[src/rtl/fft_pkg.sv]
// Shared FFT datapath definitions: component width, radix-5 frame size,
// the complex sample type and an index-width helper.
package fft_pkg;

  localparam int DW       = 32;
  localparam int RADIX5_N = 5;

  typedef struct packed {
    logic [DW-1:0] re;
    logic [DW-1:0] img;
  } cplx_t;

  // Bits needed to index 0..n-1; never narrower than one bit.
  function automatic int idx_width(input int n);
    return (n <= 2) ? 1 : $clog2(n);
  endfunction

endpackage

[src/rtl/sample_mux_n.sv]
// Combinational N:1 selector of one complex sample out of a packed frame,
// forced to zero when en is low.
module sample_mux_n
  import fft_pkg::*;
#(
  parameter int DW = fft_pkg::DW,
  parameter int N  = RADIX5_N,
  parameter int IW = idx_width(N)
) (
  input  logic [N*DW-1:0] re_bus,
  input  logic [N*DW-1:0] img_bus,
  input  logic [IW-1:0]   idx,
  input  logic            en,
  output logic [DW-1:0]   re,
  output logic [DW-1:0]   img
);

  always_comb begin
    // NOTE: default every output first so no path through the loop leaves a latch.
    re  = '0;
    img = '0;
    for (int k = 0; k < N; k++) begin
      if (en && idx == IW'(k)) begin
        re  = re_bus[k*DW +: DW];
        img = img_bus[k*DW +: DW];
      end
    end
  end

endmodule

[src/rtl/radix5_out_serializer.sv]
// Radix-5 butterfly output serializer: one N-sample frame in, one sample per
// cycle out. Optional RADIX5_OUT_SERIALIZER_FRAME_CNT_EN adds a frame counter.
module radix5_out_serializer
  import fft_pkg::*;
#(
  parameter int DW = fft_pkg::DW,
  parameter int N  = RADIX5_N,
  parameter int IW = idx_width(N)
) (
  input  logic            clk,
  input  logic            rst,
  input  logic            in_valid,
  output logic            in_ready,
  input  logic [N*DW-1:0] in_re,
  input  logic [N*DW-1:0] in_img,
  output logic            out_valid,
  input  logic            out_ready,
  output logic [DW-1:0]   out_re,
  output logic [DW-1:0]   out_img,
  output logic [IW-1:0]   out_idx,
  output logic            out_last
`ifdef RADIX5_OUT_SERIALIZER_FRAME_CNT_EN
  ,
  output logic [15:0]     frame_cnt
`endif
);

  logic [N*DW-1:0] buf_re;
  logic [N*DW-1:0] buf_img;
  logic            full;
  logic [IW-1:0]   idx;
  logic            in_acc;
  logic            out_acc;

  assign out_valid = full;
  assign out_idx   = idx;
  assign out_last  = full && (idx == IW'(N - 1));
  // Accepting on the last sample lets the next frame follow with no bubble.
  assign in_ready  = !full || (out_ready && out_last);
  assign in_acc    = in_valid && in_ready;
  assign out_acc   = out_valid && out_ready;

  // NOTE: the frame buffer has no reset; full=0 masks its contents.
  always_ff @(posedge clk) begin
    if (in_acc) begin
      buf_re  <= in_re;
      buf_img <= in_img;
    end
  end

  // NOTE: sequential state is written with <= only, so all edges see old values.
  always_ff @(posedge clk) begin
    if (rst) begin
      full <= 1'b0;
      idx  <= '0;
    end else if (in_acc) begin
      full <= 1'b1;
      idx  <= '0;
    end else if (out_acc) begin
      if (out_last) begin
        full <= 1'b0;
        idx  <= '0;
      end else begin
        idx <= idx + IW'(1);
      end
    end
  end

`ifdef RADIX5_OUT_SERIALIZER_FRAME_CNT_EN
  always_ff @(posedge clk) begin
    if (rst) begin
      frame_cnt <= '0;
    end else if (out_acc && out_last) begin
      frame_cnt <= frame_cnt + 16'd1;
    end
  end
`endif

  sample_mux_n #(
    .DW (DW),
    .N  (N),
    .IW (IW)
  ) u_mux (
    .re_bus  (buf_re),
    .img_bus (buf_img),
    .idx     (idx),
    .en      (full),
    .re      (out_re),
    .img     (out_img)
  );

endmodule

[config.mk]
export PLATFORM = sky130hd
export DESIGN_NAME = radix5_out_serializer
export DESIGN_NICKNAME = d
export VERILOG_FILES = /design/src/rtl/fft_pkg.sv /design/src/rtl/sample_mux_n.sv /design/src/rtl/radix5_out_serializer.sv
export SDC_FILE = /design/constraint.sdc
export NUM_CORES = 1
export LEC_CHECK = 0
export BUFFER_PORTS_ARGS = -buffer_cell sky130_fd_sc_hd__buf_4
export CAP_MARGIN = 0
export CORE_MARGIN = 2
export CORE_UTILIZATION = 50
export DETAILED_ROUTE_END_ITERATION = 10
export PLACE_DENSITY = 0.77
export SETUP_SLACK_MARGIN = 0.2
export SLEW_MARGIN = 20
export SYNTH_ARGS = -nofsm -noshare
export SYNTH_HDL_FRONTEND = slang
export SYNTH_SLANG_ARGS = --single-unit
[constraint.sdc]
create_clock -name clk -period 30.6 [get_ports clk]
set_input_delay 1.53 -clock clk [delete_from_list [all_inputs] [get_ports clk]]
set_output_delay 1.53 -clock clk [all_outputs]
set_load 0.03 [all_outputs]
# Word-level counts from Yosys, hierarchy flattened
# Index checks and enable logic that the tools add are counted.
[totals] elab_cells=38 in_bits=324 out_inout_bits=70 reg_bits=324
[op_classes] n_eq_ne=4 reduce_logical=15 n_mux=14 addsub=1
[ops] operator="$mux 32" count=10
[ops] operator="$logic_and 1x1->1" count=8
[ops] operator="$eq 3x2->1 const B" count=2
[ops] operator="$reduce_bool 2->1" count=2
[ops] operator="$add 3x1->3 const B" count=1
[ops] operator="$eq 3x1->1 const B" count=1
[ops] operator="$eq 3x3->1 const B" count=1
[ops] operator="$logic_not 3->1" count=1
[ops] operator="$mux 1" count=3
[ops] operator="$mux 3" count=1
[ops] operator="$reduce_and 2->1" count=1
[ops] operator="$reduce_or 2->1" count=1
[ops] operator="$logic_not 1->1" count=1
[ops] operator="$logic_or 1x1->1" count=1

# Logic depth before layout (Yosys ltp)
[depth] word_depth=7 mapped_depth=8 mapped_depth_nobuf=5

# Cells and area by module
# Synthesis repeated with hierarchy kept, for this count alone.
[unflattened] cells_unflattened=640 area_unflattened_um2=12274.3
[by_module_without_submodules] module="radix5_out_serializer" area_each_um2=9833.2 seq_area_each_um2=9689.3 cells_each=346 instances=1
[by_module_without_submodules] module="sample_mux_n" area_each_um2=2441.1 seq_area_each_um2=0.0 cells_each=294 instances=1

# Worst setup path after synthesis
# Ideal clock, no wire load.
[synth_timing] kind="input-to-reg" from="input port out_ready" to="register buf_img[0], enable pin" arrival_time_ns=24.826 setup_slack_ns=4.271 path_stages=2 t_required_ns=29.096 n_path_buf=0 setup_ns=1.504 cell_sequence="nand3_1 a21boi_0"
[synth_via] elab_chain_len=3
[synth_lines] item="start, declared" line="radix5_out_serializer.sv:17" text="input logic out_ready,"
[synth_lines] item="$logic_and 1x1->1" line="radix5_out_serializer.sv:39" text="assign in_ready = !full || (out_ready && out_last);"
[synth_lines] item="$logic_or 1x1->1" line="radix5_out_serializer.sv:39"
[synth_lines] item="$logic_and 1x1->1" line="radix5_out_serializer.sv:40" text="assign in_acc = in_valid && in_ready;"
[synth_lines] item="named net in_acc" line="radix5_out_serializer.sv:32" text="logic in_acc;"
[synth_lines] item="end signal, assigned" line="radix5_out_serializer.sv:47" text="buf_img <= in_img;"
[synth_lines] item="end, declared" line="radix5_out_serializer.sv:29" text="logic [N*DW-1:0] buf_img;"
# The timed path passes the listed nets, and every way through them passes these cells.
# A chain may end at the register's enable or synchronous reset.

# Final worst setup path
[layout_timing] from="register idx[2] (netlist: out_idx[2])" to="output port out_re[31]"
[layout_via] elab_chain_len=7 word_cells_on_any_way=15 classes_between="eq/ne (4); mux (5); reduce/logical (6)"
[layout_lines] item="start, declared" line="radix5_out_serializer.sv:31" text="logic [IW-1:0] idx;"
[layout_lines] item="start signal, assigned" line="radix5_out_serializer.sv:64" text="idx <= idx + IW'(1);"
[layout_lines] item="$logic_not 3->1" line="sample_mux_n.sv:23" text="if (en && idx == IW'(k)) begin"
[layout_lines] item="$logic_and 1x1->1" line="sample_mux_n.sv:23"
[layout_lines] item="$mux 32 (4 in series)" line="sample_mux_n.sv:23"
[layout_lines] item="$mux 32 *" line="sample_mux_n.sv:23"
[layout_lines] item="end, declared" line="radix5_out_serializer.sv:18" text="output logic [DW-1:0] out_re,"
# Mark *: on every way between the ends. The rest lies on a longest branch, timed or not.

==> run metrics <==
status=finished clean; commonest cells in the netlist=edfxtp_1 (320), nand2_1 (69), a21oi_1 (67), nand2b_1 (64), nor2b_1 (64); Max Fclk=171 MHz; reg2reg path depth=6; Critical Path Start Type=flop; worst clock skew=roughly 0.013 ns; EDFF count, synth=320; number of cell rows=60; Synth Area in Adders=less than 1%; CTS tree=yes; final wirelength=35,200 um; Setup-failing EPs final=0; Crit. End Element=output port; vias=approximately 8.7k; Max-cap violations=0; Slew Viols, Final=0; main combinational cell family by area after synthesis=compound AO/OA/AOI/OAI gates; HP Class=reg2reg; post-route clock period utilization=19.1%; initial DRC count=742; CTS Sinks=roughly 320; RSZ-0062 raised after global routing=no; die height=169 um; Slew headroom=about a quarter; vias in the first global route=about 9k; WL/cell=22.7 um; CTS Hold Buffers Added=0; Worst Tran Pin Value=roughly 1.1 ns; post-route DRC violation count=0; post-synth design cell area=0.0136 sq mm; Synth area leader=edfxtp_1; core area=roughly 0.027 sq mm; Max IR drop VDD=50.9 uV; starting density of the core=between 50% and 60%; Worst Path Arrival=~4.3 ns; share of the synthesized area in the top cell type=roughly 70%; Crit Path Class=reg2out; largest net degree at the start of global routing=198; asr flop ratio synth=0%; setup_tns=0 ns; yosys warns=0; Hold Path Stages=2; Remaining Overflow, GRT=0; DR pass1 iterations=5; fin crit period=~5.8 ns; Post-CTS Repair Setup Buffers=0; mean area per synthesized cell=17.0 sq um; nets=1,508; Seq/Total Area, Yosys=71.2%; post-synthesis simple-gate area fraction=under 10%; IO Port Bufs=393; CTS resizes=0; largest cells by area after synthesis=edfxtp_1 (71%), o41ai_2 (7.2%), a221oi_2 (6.6%); HPWL after detailed placement=22,600 um; TritonCTS buffer count=37; Hold Violations, Final=0; gp weighted congestion=0.824; Die X-Extent=169 um; Die Footprint=approximately 0.029 sq mm; share of cells above drive strength 1=48.4%; post-synthesis compound-gate area fraction=16.9%; required time at the worst-slack endpoint=29.07 ns; IO Pins=394; cell count after synthesis=800; mean number of vias per cell=5.58; DRT antenna net count=0; Clock Tree Buf Depth=3; area grow syn2layout=31.8%; #FFs+latches synth=324; Synth Area in XOR/XNOR=0%; Power Density=59.3 mW/mm^2; post-synthesis mux area share=less than 1%; Area after DPL=0.0167 sq mm; most frequent cell after synthesis=edfxtp_1; initial antenna violation count=1; final hold slack=around 0.56 ns; Post-Syn Nets=1,129; Synth Flop Type=edfxtp_1; CTS H-tree depth=2; first-pass GRT wire length=51,700 um; Final Cell Area=around 0.018 sq mm; Total Power=1060 uW; P_leak=0.00684 uW; CTS root buf=clkbuf_16; clk_lat worst skew=0.52 ns; Clock transition at path regs=0.06 ns; worst-path fanout max=65; GRT Total Usage=between 20% and 30%; Unique masters post-synth=28
-- sequential cells by signal, summed over array words and instances, names as in the netlist --
name and cells:
buf_img 160, buf_re 160, out_idx 3, out_valid 1
-- worst max-delay path: stages (launching register included) --
cell	delay [ns]
dfxtp_1	0.37
inv_2	0.06
buf_4	0.63
ha_4	0.60
a21o_4	0.55
buf_4	0.68
a221oi_1	0.13
o41ai_1	0.49
buf_4	0.25
-- routing by layer --
| layer | vias up | GRT usage [%] | routed length (um) | share of wire, % |
|---|---|---|---|---|
| met3 | 78 | 5.99 | 3110 | 8.8 |
| met2 | 448 | 40.9 | 17500 | 50 |
| li1 | 3935 | - | - | - |
| met1 | 4192 | 29.6 | 13200 | 38 |
| met5 | - | 0 | 0 | 0 |
| met4 | 0 | 9.66 | 1370 | 3.9 |
-- stage by stage --
step           std cells  util [%]  worst slack, ns
2_1_floorplan        800         -             4.27
3_3_place_gp        1481      62.2            25.29
3_5_place_dp        1481      62.2            25.14
4_1_cts             1549      66.7            24.58
5_1_grt             1550      66.7            24.41
6_report            1550      66.7            24.76
-- final timing paths --
check	slack [ns]	start	endpoint
worst min register to register	0.56	out_idx[1]$_SDFFE_PP0P_	out_idx[1]$_SDFFE_PP0P_
worst max register to register	27.43	out_idx[0]$_SDFFE_PP0P_	buf_img[26]$_DFFE_PP_
worst max-delay path	24.76	out_idx[2]$_SDFFE_PP0P_	out_re[31]
worst min-delay path	0.56	out_idx[1]$_SDFFE_PP0P_	out_idx[1]$_SDFFE_PP0P_
-- cell usage in the layout (no fill, tap or decap) --
| cell type | count |
|---|---|
| a211oi_1 | 2 |
| a21boi_4 | 1 |
| a21o_4 | 1 |
| a21oi_1 | 67 |
| a221oi_1 | 3 |
| a221oi_2 | 60 |
| and2b_4 | 1 |
| and3_2 | 1 |
| and3b_1 | 1 |
| buf_12 | 1 |
| buf_4 | 402 |
| bufinv_16 | 4 |
| clkbuf_1 | 5 |
| clkbuf_16 | 39 |
| clkinv_1 | 10 |
| clkinv_2 | 8 |
| clkinvlp_4 | 1 |
| dfxtp_1 | 4 |
| diode_2 | 1 |
| edfxtp_1 | 320 |
| ha_1 | 2 |
| ha_4 | 3 |
| inv_1 | 2 |
| inv_2 | 1 |
| inv_6 | 1 |
| mux2i_1 | 2 |
| nand2_1 | 68 |
| nand2_4 | 1 |
| nand2b_1 | 64 |
| nand3_1 | 1 |
| nand4_1 | 1 |
| nor2_1 | 1 |
| nor2b_1 | 64 |
| nor3_1 | 2 |
| o41ai_1 | 4 |
| o41ai_2 | 60 |
-- cell type report --
class / count / area [sq um]
well taps: 341 / 427
clock buffers: 44 / 995
fillers: 1874 / 8940
flip-flops and latches: 324 / 9690
inverters: 3 / 11.3
clock inverters: 24 / 214
repair buffers: 403 / 3040
multi-input cells: 410 / 3560
diodes: 1 / 2.50
-- power by group --
group	switching [uW]	leakage (uW)	internal (uW)	total [uW]
Combinational	49.6	0.00317	49.1	98.7
Clock	172	0.000595	266	438
Sequential	8.17	0.00308	518	526
Total	230	0.00684	833	1060
-- cells by family after synthesis --
logic type	Yosys count
AOI/OAI and AO/OA	198
DFF	324
buffers and inverters	66
and+or+nand+nor	205
adders and majority gates	5
muxes	2
No activity file was read; power rests on OpenSTA's default activity.
